$ cat config.mk
export PLATFORM = sky130hd
export DESIGN_NAME = ifu
export DESIGN_NICKNAME = d
export VERILOG_FILES = /design/src/rtl/ifu_pkg.sv /design/src/rtl/ifu.sv
export SDC_FILE = /design/constraint.sdc
export NUM_CORES = 1
export LEC_CHECK = 0
export CAP_MARGIN = 20
export CORE_ASPECT_RATIO = 0.8
export CORE_MARGIN = 2
export CORE_UTILIZATION = 50
export CTS_BUF_LIST = sky130_fd_sc_hd__clkbuf_4 sky130_fd_sc_hd__clkbuf_8
export CTS_CLUSTER_DIAMETER = 100
export CTS_CLUSTER_SIZE = 40
export DETAILED_ROUTE_END_ITERATION = 10
export PLACE_DENSITY = 0.85
export SETUP_SLACK_MARGIN = 0.05
export SLEW_MARGIN = 20
export SYNTH_ARGS = -nofsm -noshare
export SYNTH_HDL_FRONTEND = slang
export SYNTH_SLANG_ARGS = --single-unit
export TNS_END_PERCENT = 30
$ cat constraint.sdc
create_clock -name clock -period 17.6 [get_ports clock]
set_input_delay 4.4 -clock clock [delete_from_list [all_inputs] [get_ports clock]]
set_output_delay 4.4 -clock clock [all_outputs]
set_load 0.01 [all_outputs]
$ cat src/rtl/ifu_pkg.sv
// Shared definitions for the NPC core front end: fetch state encoding,
// reset PC, instruction width and sequential PC increment.
package ifu_pkg;

    typedef enum logic [1:0] {
        S_REQ  = 2'b00,
        S_WAIT = 2'b01,
        S_OUT  = 2'b10,
        S_DROP = 2'b11
    } ifu_state_e;

    localparam logic [63:0] RESET_PC   = 64'h0000_0000_8000_0000;
    localparam int unsigned INST_WIDTH = 32;
    localparam logic [63:0] PC_STEP    = 64'd4;

endpackage

$ cat src/rtl/ifu.sv
// Instruction fetch unit: owns the PC, keeps one imem read in flight and
// hands each fetched word plus its PC to decode through a registered slot.
module ifu #(
    parameter int                XLEN     = 64,
    parameter logic [XLEN-1:0]   RESET_PC = XLEN'(ifu_pkg::RESET_PC)
) (
    input  logic                           clock,
    input  logic                           reset,
    output logic                           io_imem_req_valid,
    input  logic                           io_imem_req_ready,
    output logic [XLEN-1:0]                io_imem_req_addr,
    input  logic                           io_imem_resp_valid,
    input  logic [ifu_pkg::INST_WIDTH-1:0] io_imem_resp_data,
    output logic                           io_out_valid,
    input  logic                           io_out_ready,
    output logic [XLEN-1:0]                io_out_pc,
    output logic [ifu_pkg::INST_WIDTH-1:0] io_out_inst,
    input  logic                           io_redirect_valid,
    input  logic [XLEN-1:0]                io_redirect_pc,
    input  logic                           io_halt
);
    import ifu_pkg::*;

    ifu_state_e              state_q,     state_d;
    logic [XLEN-1:0]         pc_q,        pc_d;
    logic                    out_valid_q, out_valid_d;
    logic [XLEN-1:0]         out_pc_q,    out_pc_d;
    logic [INST_WIDTH-1:0]   out_inst_q,  out_inst_d;

    logic                    req_valid_s;
    logic                    req_fire_s;
    logic [XLEN-1:0]         redirect_target_s;
    logic                    redirect_lsb_unused_s;

    // Request decode: only S_REQ issues, and halt or reset suppress it.
    assign req_valid_s       = (state_q == S_REQ) && !io_halt && !reset;
    assign req_fire_s        = req_valid_s && io_imem_req_ready;
    assign redirect_target_s = {io_redirect_pc[XLEN-1:2], 2'b00};
    assign redirect_lsb_unused_s = ^io_redirect_pc[1:0];

    assign io_imem_req_valid = req_valid_s;
    assign io_imem_req_addr  = pc_q;
    assign io_out_valid      = out_valid_q;
    assign io_out_pc         = out_pc_q;
    assign io_out_inst       = out_inst_q;

    // Next-state logic for FSM, PC and the decode-facing output slot.
    always_comb begin
        state_d     = state_q;
        pc_d        = pc_q;
        out_valid_d = out_valid_q;
        out_pc_d    = out_pc_q;
        out_inst_d  = out_inst_q;

        if (io_redirect_valid) begin
            // A redirect wins; an in-flight read must be drained in S_DROP.
            pc_d        = redirect_target_s;
            out_valid_d = 1'b0;
            case (state_q)
                S_REQ:   state_d = req_fire_s ? S_DROP : S_REQ;
                S_WAIT:  state_d = io_imem_resp_valid ? S_REQ : S_DROP;
                S_OUT:   state_d = S_REQ;
                S_DROP:  state_d = S_DROP;
                default: state_d = S_REQ;
            endcase
        end else begin
            case (state_q)
                S_REQ: begin
                    if (req_fire_s) begin
                        state_d = S_WAIT;
                    end else begin
                        state_d = S_REQ;
                    end
                end
                S_WAIT: begin
                    if (io_imem_resp_valid) begin
                        out_inst_d  = io_imem_resp_data;
                        out_pc_d    = pc_q;
                        out_valid_d = 1'b1;
                        pc_d        = pc_q + XLEN'(PC_STEP);
                        state_d     = S_OUT;
                    end else begin
                        state_d = S_WAIT;
                    end
                end
                S_OUT: begin
                    if (out_valid_q && io_out_ready) begin
                        out_valid_d = 1'b0;
                        state_d     = S_REQ;
                    end else begin
                        state_d = S_OUT;
                    end
                end
                S_DROP: begin
                    if (io_imem_resp_valid) begin
                        state_d = S_REQ;
                    end else begin
                        state_d = S_DROP;
                    end
                end
                default: state_d = S_REQ;
            endcase
        end
    end

    // State and output registers with asynchronous reset.
    always_ff @(posedge clock or posedge reset) begin
        if (reset) begin
            state_q     <= S_REQ;
            pc_q        <= RESET_PC;
            out_valid_q <= 1'b0;
            out_pc_q    <= {XLEN{1'b0}};
            out_inst_q  <= {INST_WIDTH{1'b0}};
        end else begin
            state_q     <= state_d;
            pc_q        <= pc_d;
            out_valid_q <= out_valid_d;
            out_pc_q    <= out_pc_d;
            out_inst_q  <= out_inst_d;
        end
    end

endmodule

Yosys cells after proc, flatten, opt, wreduce, memory -nomap -nowiden
Index checks and enable logic that the tools add are counted.
- add/sub/neg operators: 1
- multipliers: 0
- div/mod/pow operators: 0
- $lt $le $gt $ge: 0
- equal/unequal tests: 5
- shift operators: 0
- muxes and demuxes: 15
- bitwise logic cells: 1
- reductions and logical operators: 13
- operators with widths (operator ; count):
    2-to-1 mux 64 bit ; 3
    adder 64 x 3 -> 64 bit (second input constant) ; 1
    one-hot mux 2 bit (4 select lines) ; 2
    2-to-1 mux 2 bit ; 5
    inequality test 3 bit (second input constant) ; 2
    AND reduction 3 bit ; 2
    == test 2 bit (second input constant) ; 2
    logical AND 1 bit ; 4
    2-to-1 mux 1 bit ; 4
    nonzero test 2 bit ; 2
    nonzero test 3 bit ; 1
    == test 2 x 1 -> 1 bit (second input constant) ; 1
    zero test 1 bit ; 2
    zero test 2 bit ; 1
    one-hot mux 1 bit (2 select lines) ; 1
    AND reduction 2 bit ; 1
    NOT 1 bit ; 1
- bits in registers: 163
- bits in latches: 0
- bits in writable memories: 0
- memory bits (read-only): 0
- input bits: 103
- output and inout port bits: 162
- logic and storage cells: 40
- memories: 0

Longest topological paths before layout
- word-level depth: 7
- depth in mapped cells: 7
- mapped depth without buffers: 6

Worst setup path after synthesis
No wires, ideal clock.
- kind: input port to output port
- start: in io_halt
- end: out io_imem_req_valid
- arrival time: 4.870 ns
- data required time: 13.200 ns
- setup slack: 8.330 ns
- stages: 1
- path buffers: 0
- cells stage by stage: nor4_1
- word-level cells in the longest chain between the ends: 3
- ends and longest elaborated chain (item ; line ; RTL):
    from (decl) ; ifu.sv:20 ; input logic io_halt
    zero test 1 bit ; ifu.sv:36 ; assign req_valid_s = (state_q == S_REQ) && !io_halt && !reset;
    logical AND 1 bit (2 in series) ; ifu.sv:36 ;
    to (decl) ; ifu.sv:9 ; output logic io_imem_req_valid,
Every way passes these cells.

Worst setup path in the final report
- start: in reset
- end: out io_imem_req_valid
- word-level cells in the longest chain between the ends: 2
- ends and longest elaborated chain (item ; line ; RTL):
    from (decl) ; ifu.sv:8 ; input logic reset,
    zero test 1 bit (no line) ; -- ;
    logical AND 1 bit ; ifu.sv:36 ;
Every way passes these cells.

==> results.md <==
* Outcome: finished, final reports clean
* Gr ovfl total at 0
* Layout cells sized above 1 at 15.38%
* Synthesized area at 0.007273 sq mm
* Port buffer count at 258
* Post-route cell area at 0.01038 sq mm
* Worst hold slack at 0.5109 ns
* Minimum clock period after layout at 10.18 ns
* Residual DRC count at 0
* Peak VDD IR at 0.1046 mV
* Final Hold Fails at 0
* Crit-path max FO at 2
* Antenna cell count at 0
* Synth warn at 0
* Buf/Inv on CP at 2
* Via count at 6097
* Fin. max-slew vios at 0
* Largest net degree at the start of global routing at 98
* Critical path class: in2out
* Worst slew margin at 42.60%
* Largest cells by area after synthesis: dfrtp_1 54%, mux2_2 15%, nand2_1 3.6%
* Initial core utilization at 51.04%
* CTS Hold Buffers Added at 0
* Cell variety after synth at 37
* Number of synthesized flops with an enable pin at 0
* Leakage power at 4.130 nW
* Top delay family on crit path: buffers and inverters
* Cells after synthesis at 647
* Reg area at 0.003980 sq mm
* MaxCap Viol Count at 0
* Synth area leader: dfrtp_1
* Most used cell, CP: clkdlybuf4s50_1
* Multi-input gate area at 0.003110 sq mm
* Final setup fails at 0
* # clock sinks at 159
* I/O pins at 265
* Tcrit/Tclk final at 57.84%
* Most common cell after layout, fill and taps aside: clkdlybuf4s50_1
* Rows at 39
* GRT Util Overall at 27.31%
* PD cells at 129.3 mW/mm^2
* Total Nets Final at 995
* Core box area at 0.01425 sq mm
* CP required at 13.20 ns
* Per-cell routed wire length at 19.08 um
* Synth-to-Final Area Change at 42.70%
* Post-synth top flop: dfrtp_1
* Avg Cell Area, Syn at 11.24 sq um
* Crit path DAT at 5.78 ns
* GPL Wtd Cong at 0.8440
* Post-DP HPWL at 14990 um
* Post-CTS setup buffers at 0
* Share of the synthesized area in the top cell type at 54.36%
* CTS Root Cell: clkbuf_8
* Crit path cell chain: clkdlybuf4s50_1, nor4_1, clkdlybuf4s50_1
* Critical Path End Type: output pin
* H-tree Lvls at 4
* Hold WC Path Type: reg2reg
* Die X-Extent at 138.8 um
* Most frequent cells in the layout: 257 x clkdlybuf4s50_1, 158 x dfrtp_1, 95 x mux2_2
* First DRT Iteration DRCs at 358
* Die area at 0.01553 sq mm
* Total Neg Setup Slack at 0 ns
* Power, Total at 1.342 mW
* WL final at 20760 um
* Post-Place Cell Area at 0.009963 sq mm
* RSZ-0062 raised after global routing: no
* Achievable Freq at 0.09823 GHz
* Worst-path clk slew at 0.08 ns
* Ys async rst share at 100.0%
* PostCTS Resize Cnt at 0
* Worst slew pin tran at 0.8545 ns
* Initial antenna violation count at 0
* Register area share after synthesis at 54.72%
* TritonCTS buffer count at 17
* Yosys reg bits at 159
* Remaining antenna violation count at 0
* Final Skew at 0.01116 ns
* Global-route wire length before repair at 33470 um
* Initial DRT Pass Iterations at 5
* Skew-Pair Late Insertion Delay at 0.45 ns
* Fill cells at 1015
* Max Root-Sink Buffers at 2
* CTS tree: yes
* Vias per Instance at 5.604
* Slowest stage cell on the critical path: clkdlybuf4s50_1
* Crit start category: input pin
* Max stage delay on crit path at 0.60 ns
* Die height at 111.9 um
* Vias in the first global route at 6254
registers in the layout (all words and copies together) (netlist names):
name,count
io_imem_req_addr,62
io_out_pc,62
io_out_inst,32
state_q,2
io_out_valid,1
cell usage after synthesis, types with 12 or more instances:
cell type and number:
xnor2_1 26, a31oi_1 15, or4_1 14, clkbuf_1 33, nand2_1 69, xor2_1 15, mux2_2 95, o21ai_0 49
nand4_1 23, nand3_1 24, nor4_1 12, dfrtp_1 158, nor2_1 23
power by group:
part | total (mW) | internal (mW) | switching (mW)
registers | 0.569 | 0.484 | 0.0857
logic | 0.489 | 0.312 | 0.178
clock network | 0.283 | 0.150 | 0.133
total | 1.34 | 0.945 | 0.397
area by class of cell:
cell class | count | area share, %
flip-flops and latches | 159 | 38.35
multi-input cells | 443 | 29.97
repair buffers | 262 | 25.12
clock buffers | 21 | 2.664
well taps | 184 | 2.218
clock inverters | 11 | 1.338
inverters | 8 | 0.3376
routing by layer:
layer	part of all wire (%)	GRT usage, %
met5	0	0
met4	2.3	10.24
met3	7.8	7.871
met2	49	45.25
met1	41	34.37
per-stage QoR:
stage                     cells  utilization [%]  worst slack, ns
after floorplan             650                -            8.330
after global placement     1056            69.92            7.423
after detailed placement   1056            69.92            7.430
after CTS                  1088            72.84            7.432
after global routing       1088            72.84            7.319
final                      1088            72.84            7.420
logic make-up (layout without fill, tap and decap cells):
kind of cell             Yosys count  count (layout)  share of synthesized area (%)
AO/OA/AOI/OAI                     82              82                          6.382
XOR/XNOR                          41              41                          4.937
adder cells (fa/ha/maj)            1               1                         0.1720
buffers and inverters             48             302                          2.770
flip-flops                       159             159                          54.72
multiplexers                      96              96                          14.85
other                              1               4                        0.05156
AND/OR/NAND/NOR                  219             219                          16.12
final timing paths:
path | slack [ns] | start | cells past startpoint | to
worst max-delay path | 7.42 | reset | 3 | io_imem_req_valid
worst min-delay path | 0.51 | io_out_inst[10] | 1 | io_out_inst[10]
worst max register to register | 14.57 | io_imem_req_addr[2] | 6 | io_imem_req_addr[56]
worst min register to register | 0.51 | io_out_inst[10] | 1 | io_out_inst[10]
max in group asynchronous | 11.69 | reset | 3 | io_imem_req_addr[49]
min in group asynchronous | 4.51 | reset | 2 | io_out_pc[43]
No activity file was read; power rests on OpenSTA's default activity.
